File: src/rtl/uart_rx.sv
// 8N1 UART receiver with 2-FF input synchroniser, mid-bit sampling and a one-cycle valid strobe.
// Define UART_RX_PARITY_EN for 8E1 framing with a parity_err pulse.
module uart_rx #(
    parameter int unsigned CLKS_PER_BIT = 10
) (
    input  logic       clk,
    input  logic       reset,
    input  logic       rx_serial,
    output logic [7:0] rx_data,
    output logic       rx_valid,
    output logic       rx_busy,
    output logic       frame_err,
    output logic       parity_err
);

    localparam int unsigned CntW = (CLKS_PER_BIT > 1) ? $clog2(CLKS_PER_BIT) : 1;
    localparam logic [CntW-1:0] Half = CntW'((CLKS_PER_BIT - 1) / 2);
    localparam logic [CntW-1:0] Last = CntW'(CLKS_PER_BIT - 1);

    typedef enum logic [2:0] {
        StIdle,
        StStart,
        StData,
`ifdef UART_RX_PARITY_EN
        StParity,
`endif
        StStop,
        StWaitIdle
    } state_e;

    state_e            state_q, state_d;
    logic [1:0]        sync_q;
    logic              rxs;
    logic [CntW-1:0]   cnt_q, cnt_d;
    logic [2:0]        bit_q, bit_d;
    logic [7:0]        shift_q, shift_d;
    logic [7:0]        data_q, data_d;
    logic              valid_q, valid_d;
    logic              ferr_q, ferr_d;
    logic              busy_q, busy_d;
`ifdef UART_RX_PARITY_EN
    logic              par_q, par_d;
    logic              perr_q, perr_d;
`endif

    assign rxs = sync_q[1];

    always_ff @(posedge clk or negedge reset) begin
        if (!reset) begin
            state_q <= StIdle;
            sync_q  <= 2'b11;
            cnt_q   <= '0;
            bit_q   <= '0;
            shift_q <= '0;
            data_q  <= '0;
            valid_q <= 1'b0;
            ferr_q  <= 1'b0;
            busy_q  <= 1'b0;
`ifdef UART_RX_PARITY_EN
            par_q   <= 1'b0;
            perr_q  <= 1'b0;
`endif
        end else begin
            state_q <= state_d;
            sync_q  <= {sync_q[0], rx_serial};
            cnt_q   <= cnt_d;
            bit_q   <= bit_d;
            shift_q <= shift_d;
            data_q  <= data_d;
            valid_q <= valid_d;
            ferr_q  <= ferr_d;
            busy_q  <= busy_d;
`ifdef UART_RX_PARITY_EN
            par_q   <= par_d;
            perr_q  <= perr_d;
`endif
        end
    end

    always_comb begin
        state_d = state_q;
        cnt_d   = cnt_q + 1'b1;
        bit_d   = bit_q;
        shift_d = shift_q;
`ifdef UART_RX_PARITY_EN
        par_d   = par_q;
`endif
        case (state_q)
            StIdle: begin
                cnt_d = '0;
                if (!rxs) state_d = StStart;
            end
            StStart: begin
                if (cnt_q == Half) begin
                    cnt_d   = '0;
                    bit_d   = '0;
                    state_d = rxs ? StIdle : StData;
                end
            end
            StData: begin
                if (cnt_q == Last) begin
                    cnt_d          = '0;
                    shift_d[bit_q] = rxs;
                    bit_d          = bit_q + 3'd1;
                    if (bit_q == 3'd7) begin
`ifdef UART_RX_PARITY_EN
                        state_d = StParity;
`else
                        state_d = StStop;
`endif
                    end
                end
            end
`ifdef UART_RX_PARITY_EN
            StParity: begin
                if (cnt_q == Last) begin
                    cnt_d   = '0;
                    par_d   = (^shift_q) ^ rxs;
                    state_d = StStop;
                end
            end
`endif
            StStop: begin
                if (cnt_q == Last) begin
                    cnt_d   = '0;
                    state_d = rxs ? StIdle : StWaitIdle;
                end
            end
            StWaitIdle: begin
                // Line must go high again before a new start bit is accepted.
                cnt_d = '0;
                if (rxs) state_d = StIdle;
            end
            default: begin
                cnt_d   = '0;
                state_d = StIdle;
            end
        endcase
    end

    always_comb begin
        data_d  = data_q;
        valid_d = 1'b0;
        ferr_d  = 1'b0;
`ifdef UART_RX_PARITY_EN
        perr_d  = 1'b0;
`endif
        busy_d  = (state_d != StIdle);
        if (state_q == StStop && cnt_q == Last) begin
            if (!rxs) begin
                ferr_d = 1'b1;
            end
`ifdef UART_RX_PARITY_EN
            else if (par_q) begin
                perr_d = 1'b1;
            end
`endif
            else begin
                valid_d = 1'b1;
                data_d  = shift_q;
            end
        end
    end

    assign rx_data   = data_q;
    assign rx_valid  = valid_q;
    assign rx_busy   = busy_q;
    assign frame_err = ferr_q;
`ifdef UART_RX_PARITY_EN
    assign parity_err = perr_q;
`else
    assign parity_err = 1'b0;
`endif

endmodule

File: config.mk
export PLATFORM = sky130hd
export DESIGN_NAME = uart_rx
export DESIGN_NICKNAME = d
export VERILOG_FILES = /design/src/rtl/uart_rx.sv
export SDC_FILE = /design/constraint.sdc
export NUM_CORES = 1
export LEC_CHECK = 0
export ABC_AREA = 1
export CAP_MARGIN = 20
export CELL_PAD_IN_SITES_DETAIL_PLACEMENT = 1
export CELL_PAD_IN_SITES_GLOBAL_PLACEMENT = 1
export CORE_UTILIZATION = 45
export CTS_CLUSTER_DIAMETER = 30
export DETAILED_ROUTE_END_ITERATION = 8
export PLACE_DENSITY = 0.88
export SYNTH_ARGS = -nofsm -noshare
export SYNTH_HDL_FRONTEND = slang
export SYNTH_SLANG_ARGS = --single-unit
File: constraint.sdc
create_clock -name clk -period 2.31 [get_ports clk]
set_input_delay 0.462 -clock clk [delete_from_list [all_inputs] [get_ports clk]]
set_output_delay 0.462 -clock clk [all_outputs]
set_load 0.02 [all_outputs]
Word level (Yosys, flattened, before mapping)
Cells that the tools add are included.
- add/sub/neg operators: 2
- order comparisons: 2
- equal/unequal tests: 9
- mux-type cells: 22
- reduce and logical (&&, ||, !) cells: 9
- operators by type and width (kind ; number):
    $mux 3 ; 9
    $pmux 3 s5 ; 1
    $bwmux 8 ; 1
    $mux 4 ; 2
    $pmux 4 s2 ; 1
    $eq 3x2->1 const B ; 2
    $eq 3x3->1 const B ; 2
    $pmux 3 s2 ; 1
    $mux 1 ; 5
    $add 4x1->4 const B ; 1
    $eq 4x3->1 const B ; 1
    $eq 4x4->1 const B ; 1
    $lt 3x4->1 const B ; 1
    $ne 2x2->1 const B ; 2
    $reduce_and 2->1 ; 2
    $add 3x1->3 const B ; 1
    $demux 1 s3 ; 1
    $eq 3x1->1 const B ; 1
    $ge 3x1->1 const B ; 1
    $logic_not 3->1 ; 1
    $reduce_and 3->1 ; 1
    $reduce_bool 3->1 ; 1
    $logic_and 1x1->1 ; 2
    $mux 2 ; 1
    2 further kinds ; 2
- flip-flop bits (word level): 31
- output and inout port bits: 12

Depth between registers and ports, before layout
- depth in word-level cells: 5
- mapped depth: 9
- mapped depth without buffers: 8

Worst setup path after synthesis
No wires, ideal clock.
- path type: register to register
- start point: register cnt_q[1]
- end point: register shift_q[0]
- library setup time: 0.119 ns
- arrival time: 1.163 ns
- setup slack: 1.028 ns
- cell stages (with the launch flop): 9
- buffers on the path: 1
- clock period less this slack: 1.282 ns
- cells stage by stage: dfrtp_1 -> inv_1 -> ha_1 -> nand2_1 -> nor2_2 -> nand3_1 -> buf_6 -> o21ai_1 -> nand2_1
- cells in the longest elaborated chain, start to end: 2
- ends and longest elaborated chain (element ; line ; RTL):
    start: declaration ; 34 ; logic [CntW-1:0] cnt_q, cnt_d;
    start signal: assignment ; 66 ; cnt_q <= cnt_d;
    $eq 4x4->1 ; 101 ; if (cnt_q == Last) begin
    $reduce_and 2->1 (no line) ; - ;
    end signal: assignment ; 68 ; shift_q <= shift_d;
    end: declaration ; 36 ; logic [7:0] shift_q, shift_d;
No other way between the ends.
A chain may end at the register's enable or synchronous reset.

Worst setup path after layout
- start point: register data_q[0], in the netlist rx_data[0]
- end point: output port rx_data[0]
- RTL lines (element ; line ; RTL):
    start: declaration ; 37 ; logic [7:0] data_q, data_d;
    start signal: assignment ; 69 ; data_q <= data_d;
    end: declaration ; 9 ; output logic [7:0] rx_data,
No word-level cell between the ends.

==> impl_results.md <==
- Final Skew: about 0.012 ns
- P per Cell Area: 854 nW/um^2
- Compound-Gate Fraction of Synth Area: 4.99%
- Total negative slack: 0 ns
- Initial Utilization: 47.6%
- Worst Path Required: 1.85 ns
- First-pass GRT wire length: about 5200 um
- Layout Nets: 193
- Ranking of synthesized cells by area: dfrtp_1 50%, nand2_1 15%, ha_1 4.3%
- Crit path max-delay family: buffers and inverters
- Net Count, Synth: 176
- Rows: 20
- Initial antenna violation count: 0
- Layout Cells excl Fill: 230
- CP Launch Type: register
- Max Freq: around 560 MHz
- Largest net degree at the start of global routing: 32
- Min cycle time layout: 1.79 ns
- RSZ-0062 raised after global routing: false
- Fin. max-slew vios: 0
- Synth warn: 0
- Area grow syn2layout: 17.0%
- Worst hold path type: reg2reg
- Most frequent cells in the layout: 57 x nand2_1, 29 x dfrtp_1, 16 x nor2_1
- Static Leakage: between 0.8 and 0.9 nW
- Post-Route WL: approximately 3000 um
- Cells after synthesis: 168
- Share of cells above drive strength 1: 11.3%
- Final hold violations: 0
- Maximum vdd drop: ~0.62 mV
- I/O pin cnt: 15
- Commonest non-fill, non-tap cell in the layout: nand2_1
- Mux cell area share after synthesis: 0%
- Clock root buffer: clkbuf_4
- Synth unique cells: 22
- Post-synthesis simple-gate area fraction: 28.8%
- DIE AREA: approximately 3500 um^2
- Drt first pass iters: 4
- Via count: about 1,100
- Hold-fix buffers, CTS: 0
- Largest family of logic cells by synthesized area: simple AND/OR/NAND/NOR gates
- Worst-path fanout max: 2
- Worst stage delay on the critical path: around 0.62 ns
- CP Cell Sequence: clkdlybuf4s50_1
- Yosys top cell by area: dfrtp_1
- Setup Viol. Count Final: 0
- Status: finished, final reports clean
- Logic pwr share: 23.2%
- Post-Synth XOR/XNOR Area: 1.20%
- Cell Area, Placed: ~1600 um^2
- Total global-route track usage: 20.7%
- Crit path kind: reg2out
- DP Cell Count: roughly 220
- Fill cells: 396
- Post-route ant nets: 0
- Adder-cell area share of the yosys netlist: 4.30%
- Crit end category: primary output
- Core Region: roughly 3000 um^2
- CP arrival: 1.33 ns
- Buf+Inv Stages, Crit Path: 1
- Cell Area, Synth: 1450 um^2
- Htree depth: 2
- CTS tree: done
- DR vias/cell: between 4 and 5
- Global route total overflow: 0
- Sw Share: between 30% and 40%
- Chip Width: approximately 60 um
- Register area share after synthesis: 53.5%
- Vias in the first global route: 1,183
- Setup repair bufs after CTS: 0
- Yosys top cell area share: 49.9%
- Clk pwr share: 30.8%
- Routed WL per cell: 13.2 um
- Clk Latency, worst-skew pair: 0.34 ns
- # DRC: 0
- GPL Wtd Cong: around 0.76
- #FFs+latches synth: 31
- Crit-path slowest cell: clkdlybuf4s50_1
- Flop pwr share: 46.1%
- Die Ht: 58.8 um
- Int Power: 0.977 mW
- Dpl hpwl: 2180 um
- Clock Sinks: 31
- Clock Path Buffers: 2
- Final worst-path cycle share: 77.5%
- Worst-path clk slew: 0.10 ns
- IO buf count: 13
- Final Cell Area: 1700 um^2
- Net Switching: 0.476 mW
- Syn avg cell area: 8.65 um^2
- Post-CTS resize count: 0
- Maxcap violations: 0
- Total CTS buffers: 5
- Iter 0 DRT Violations: 29
- Diodes inserted: 0
-- registers in the layout (all words and copies together), names as in the netlist --
register and count:
rx_busy 1, rx_data 8, shift_q 8, state_q 3
cnt_q 4, sync_q 2, rx_valid 1, frame_err 1
bit_q 3
-- cells by family after synthesis --
| family | after synthesis |
|---|---|
| and+or+nand+nor | 95 |
| DFF | 31 |
| buffers and inverters | 21 |
| AOI/OAI and AO/OA | 13 |
| adders and majority gates | 5 |
| xor gates and xnor gates | 2 |
| other | 1 |
-- worst paths after layout --
check,cells past startpoint,from,slack (ns),to
worst max-delay path,1,rx_data[0],0.52,rx_data[0]
worst min-delay path,0,sync_q[0],0.36,sync_q[1]
worst max register to register,8,cnt_q[1],0.55,shift_q[3]
worst min register to register,0,sync_q[0],0.36,sync_q[1]
max in group asynchronous,2,reset,1.46,sync_q[0]
min in group asynchronous,2,reset,0.51,rx_data[0]
-- power groups by stage --
stage	combinational (mW)	sequential (mW)	clock, mW
6_report	0.336	0.669	0.447
5_1_grt	0.393	0.676	0.470
4_1_cts	0.343	0.670	0.458
3_5_place_dp	0.335	0.681	0
3_3_place_gp	0.315	0.669	0
2_1_floorplan	0.246	0.668	0
-- metal layers --
| metal | vias to the layer above | wire, um | GRT usage (%) |
|---|---|---|---|
| li1 | 562 | - | - |
| met1 | 531 | 1270 | 23.6 |
| met2 | 17 | 1610 | 35.7 |
| met3 | 7 | 95 | 6.15 |
| met4 | 0 | 56 | 9.18 |
| met5 | - | 0 | 0 |
-- metrics by stage --
stage               setup WS (ns)  util (%)  hold WS [ns]  power (mW)
detailed placement          0.568      52.9         0.349        1.02
global route                0.306      55.7         0.371        1.54
finish                      0.520      55.7         0.364        1.45
floorplan                    1.03         -         0.166       0.915
global placement            0.723      52.9         0.347       0.985
CTS                         0.498      55.7         0.367        1.47
-- cell type report --
type / count / area, um^2 / area share, %
flip-flops and latches: 31 / 778 / 45.7
multi-input cells: 116 / 576 / 33.8
repair buffers: 14 / 138 / 8.09
inverters: 17 / 68.8 / 4.04
well taps: 44 / 55.1 / 3.24
clock buffers: 6 / 51.3 / 3.01
clock inverters: 2 / 35.0 / 2.06
-- cells in the mapped netlist (all sizes together) --
cell,count
nand3,10
clkinv,1
dfstp,2
nand4,6
inv,16
dfrtp,29
nand2,58
xnor2,1
a22oi,1
buf,4
ha,5
nor2,21
xor2,1
conb,1
o21ai,12
Note: power is estimated with default switching activity, not from simulation.
==> edit 1 (config.mk and constraints unchanged) <==
Register the output `frame_err` once more, cleared by the reset; this adds one clock of latency there. The other outputs are not delayed to match.
--- a/src/rtl/uart_rx.sv
+++ b/src/rtl/uart_rx.sv
@@ -165,7 +165,13 @@
     assign rx_data   = data_q;
     assign rx_valid  = valid_q;
     assign rx_busy   = busy_q;
-    assign frame_err = ferr_q;
+    always_ff @(posedge clk or negedge reset) begin
+        if (!reset) begin
+            frame_err <= '0;
+        end else begin
+            frame_err <= ferr_q;
+        end
+    end
 `ifdef UART_RX_PARITY_EN
     assign parity_err = perr_q;
 `else
Function: no difference found for any inputs over 10 cycles, from zero or initial values and one cycle with reset low; that may be too few to reach the edited logic, so the function may still have changed.
==> edit 1 against the original RTL <==
Fmax fell by 0.56%. Largest power group unchanged. Sequential share of layout area rose by 1.5 points. Clock power fell by 26%. Total power fell by 6.5%. Global-route usage rose by 1.7 points. Critical endpoint is now shift_q[7]. Highest routed layer unchanged. Routed wire length rose by 2.3%. Critical path type is now flip-flop to flip-flop. Sequential cell count rose by 1. Count of clock-buffer cells in the layout rose by 2. Worst setup slack got worse by 0.010 ns. Critical path depth rose by 7. Area after synthesis rose by 1.7%. Clock skew rose by 0.0035 ns. Design area fell by 0.15%.
==> edit 1: results (changes against the original RTL) <==
| Metric | Value |
|---|---|
| Clk Latency, worst-skew pair | 0.33 ns |
| Initial antenna violation count | 0 (unchanged) |
| Top cells by area, synth | dfrtp_1, nand2_1, ha_1, o21ai_1, nor2_1 |
| VDD IR max | 0.0004244 V (-32%) |
| Ys async rst share | 100.0% (unchanged) |
| WL/cell | 13.41 um (+1.8%) |
| Ant diodes | 0 (unchanged) |
| Critical Path Max Stage Delay | 0.42 ns (-0.20 ns) |
| First-pass GRT wire length | 5.658 mm (+9.8%) |
| Non-Filler Instances | 231 (+0.43%) |
| Initial DRT Pass Iterations | 3 (-1) |
| Post-Place Cell Area | 0.001640 mm^2 (+1.5%) |
| Avg Inst Size Synth | 8.751 um^2 (+1.1%) |
| Placed cells | 223 (+0.45%) |
| Cells resized by post-CTS repair | 0 (unchanged) |
| Share of layout cells above drive strength 1 | 10.16% (-1.1 points) |
| Num CTS Buffers | 5 (unchanged) |
| Post-Syn Nets | 177 (+0.57%) |
| Setup slack at placement | 0.5325 ns (-0.03583 ns) |
| Slowest CP cell | dfrtp_1 |
| Synth warn | 0 (unchanged) |
| Vias per cell | 4.948 (+1.9%) |
| Total Nets Final | 194 (+0.52%) |
| Clock Path Buffers | 2 (unchanged) |
| Number of global-route vias before repair | 1272 (+7.5%) |
| Worst path arrival time | 2.07 ns (+0.74 ns) |
| Status | finished, final reports clean |
| Internal | 0.8881 mW (-9.1%) |
| Seq/Total Area, Yosys | 54.31% (+0.79 points) |
| Worst-path clk slew | 0.10 ns (about the same) |
| Delay-heaviest family, CP | simple AND/OR/NAND/NOR gates |
| H-tree levels | 2 (unchanged) |
| Placed wire-length estimate | 2.286 mm (+4.8%) |
| Hold Crit Class | flip-flop to flip-flop |
| DR iter-0 viols | 44 (+52%) |
| Largest net degree at the start of global routing | 33 (+3.1%) |
| Layout Skew | 0.01513 ns (+0.003522 ns) |
| Synth cell count leaders | nand2_1, dfrtp_1, nor2_1, inv_1, o21ai_1 |
| Static Leakage | 0.8840 nW (-0.19%) |
| All-Layer GR Usage | 22.36% (+1.7 points) |
| Gpl congestion | 0.7846 (+3.1%) |
| Fill cells | 379 (-4.3%) |
| CP max FO | 11 (+9) |
-- edit 1: cell types whose count changed after synthesis, sizes merged --
cell | unedited run | this run
dfrtp | 29 | 30
-- edit 1: logic make-up after synthesis --
logic type	Yosys count	share of synthesized area, %
DFF	32	54.31
xor gates and xnor gates	2	1.185
buffers and inverters	21	6.767
AOI/OAI and AO/OA	13	4.907
other	1	0.2536
and+or+nand+nor	95	28.34
adders and majority gates	5	4.230
-- edit 1: power by group through the flow --
stage	Combinational, mW	Clock [mW]	Sequential [mW]
after floorplan	0.246	0	0.686
after global placement	0.312	0	0.688
after detailed placement	0.336	0	0.699
after CTS	0.341	0.342	0.691
after global routing	0.392	0.370	0.699
final	0.336	0.331	0.690
-- edit 1: cell type report --
type                            count  area (um^2)  area share [%]
Multi-Input combinational cell    116        575.6           33.87
Tap cell                           44        55.05           3.240
Clock buffer                        8        58.81           3.461
Sequential cell                    32        803.3           47.28
Timing Repair Buffer               14        137.6           8.100
Inverter                           17        68.82           4.050
-- edit 1: routing by layer --
metal | global-route usage, % | wire, um | vias to the layer above
li1 | - | - | 563
met1 | 23.40 | 1285 | 555
met2 | 40.77 | 1641 | 17
met3 | 7.424 | 113 | 8
met4 | 8.844 | 56 | 0
met5 | 0 | 0 | -
-- edit 1: path summary, 6_finish.rpt --
kind	slack (ns)	depth (start not counted)	from	end
worst max-delay path	0.51	8	cnt_q[1]	shift_q[7]
worst min-delay path	0.36	0	sync_q[0]	sync_q[1]
worst max register to register	0.51	8	cnt_q[1]	shift_q[7]
worst min register to register	0.36	0	sync_q[0]	sync_q[1]
max in group asynchronous	1.46	2	reset	sync_q[0]
min in group asynchronous	0.50	2	reset	rx_busy
==> edit 2 (same settings) <==
Made on the original files. Change the parameter `CLKS_PER_BIT` from 10 to 9.
--- a/src/rtl/uart_rx.sv
+++ b/src/rtl/uart_rx.sv
@@ -1,7 +1,7 @@
 // 8N1 UART receiver with 2-FF input synchroniser, mid-bit sampling and a one-cycle valid strobe.
 // Define UART_RX_PARITY_EN for 8E1 framing with a parity_err pulse.
 module uart_rx #(
-    parameter int unsigned CLKS_PER_BIT = 10
+    parameter int unsigned CLKS_PER_BIT = 9
 ) (
     input  logic       clk,
     input  logic       reset,
Formal check against the unedited RTL: no difference found for any inputs over 10 cycles, from zero or initial values and one cycle with reset low; that may be too few to reach the edited logic, so the function may still have changed.
==> edit 2 against the original RTL <==
Clock skew down 0.0055 ns. Area after synthesis down 0.86%. Total power down 7.0%. Fmax down 5.0%. Critical path depth up 7. Worst setup slack worse by 0.094 ns. Routed wire length up 5.4%. Synthesized cell count down 0.60%. Design area down 2.9%. Sequential cell count unchanged. Largest cell class unchanged. Highest routed layer unchanged.
==> edit 2: results (changes against the original RTL) <==
| Metric | Value |
|---|---|
| R2R Path End | shift_q[7] |
| Status | finished, final reports clean |
| FF-to-FF Start | cnt_q[0] |
| Reg-to-reg setup timing slack | 0.43 ns (-0.12 ns) |
| VDD IR max | 0.0004125 V (-33%) |
| Critical Path Max Stage Delay | 0.42 ns (-0.20 ns) |
| Xor/xnor share of the synthesized area | 1.215% (+0.010 points) |
| Gpl congestion | 0.7788 (+2.4%) |
| First-pass GRT wire length | 5.478 mm (+6.3%) |
| Fill cells | 380 (-4.0%) |
| Placed wire-length estimate | 2.328 mm (+6.7%) |
| All-Layer GR Usage | 22.30% (+1.6 points) |
| Post-Syn Nets | 174 (-1.1%) |
| CP max FO | 11 (+9) |
| Post-synthesis compound-gate area fraction | 5.035% (+0.043 points) |
| Seq/Total Area, Yosys | 53.99% (+0.46 points) |
| Top cells by area, synth | dfrtp_1, nand2_1, o21ai_1, nor2_1, inv_1 |
| Largest net degree at the start of global routing | 32 (unchanged) |
| Layout Skew | 0.006098 ns (-0.005513 ns) |
| Adder-Cell Fraction of Synth Area | 3.472% (-0.83 points) |
| DR iter-0 viols | 18 (-38%) |
| Synth warn | 0 (unchanged) |
| Delay-heaviest family, CP | simple AND/OR/NAND/NOR gates |
| Static Leakage | 0.8591 nW (-3.0%) |
| Initial DRT Pass Iterations | 3 (-1) |
| Share of layout cells above drive strength 1 | 10.27% (-1.0 points) |
| Drt total wl | 3.191 mm (+5.4%) |
-- edit 2: final cells by class --
class	instances	area share, %
clock buffer	7	2.725
clock inverter	1	0.3028
inverter	17	4.164
multi-input combinational	115	34.07
sequential	31	47.09
tap	44	3.331
timing repair buffer	14	8.327
-- edit 2: routing by layer --
layer	GRT usage (%)	wire length, um	part of all wire [%]
met5	0	0	0
met4	9.184	57	1.8
met3	6.593	88	2.8
met2	39.74	1661	52
met1	24.86	1384	43
-- edit 2: cells by family after synthesis --
| group | count (synthesis) |
|---|---|
| flip-flops | 31 |
| other | 1 |
| AND/OR/NAND/NOR | 95 |
| buffers and inverters | 21 |
| adder cells (fa/ha/maj) | 4 |
| AO/OA/AOI/OAI | 13 |
| XOR/XNOR | 2 |
-- edit 2: worst max path at each step --
stage / start / endpoint / slack, ns / depth (start not counted)
detailed placement: cnt_q[0] / shift_q[7] / 0.50 / 8
CTS: cnt_q[0] / shift_q[7] / 0.41 / 8
floorplan: cnt_q[0] / shift_q[0] / 0.98 / 8
global route: cnt_q[0] / shift_q[7] / 0.24 / 8
global placement: cnt_q[0] / shift_q[3] / 0.68 / 8
finish: cnt_q[0] / shift_q[7] / 0.43 / 8
-- edit 2: power breakdown --
group,internal (mW),switching [mW]
combinational,0.122,0.239
sequential,0.612,0.0773
clock,0.118,0.182
total,0.853,0.498
-- edit 2: through the flow --
| stage | setup WS, ns | cell area, um^2 | instances |
|---|---|---|---|
| floorplan | 0.9836 | 1441 | 167 |
| global placement | 0.6823 | 1603 | 221 |
| detailed placement | 0.4972 | 1603 | 221 |
| CTS | 0.4111 | 1653 | 229 |
| global route | 0.2394 | 1653 | 229 |
| finish | 0.4260 | 1653 | 229 |
-- edit 2: worst reg2reg max path, delay by kind of cell, from the launching register on --
kind                       cells  cell delay [ns]
adders and majority gates      1             0.22
buffers and inverters          1             0.07
DFF                            1             0.42
and+or+nand+nor                6             1.12
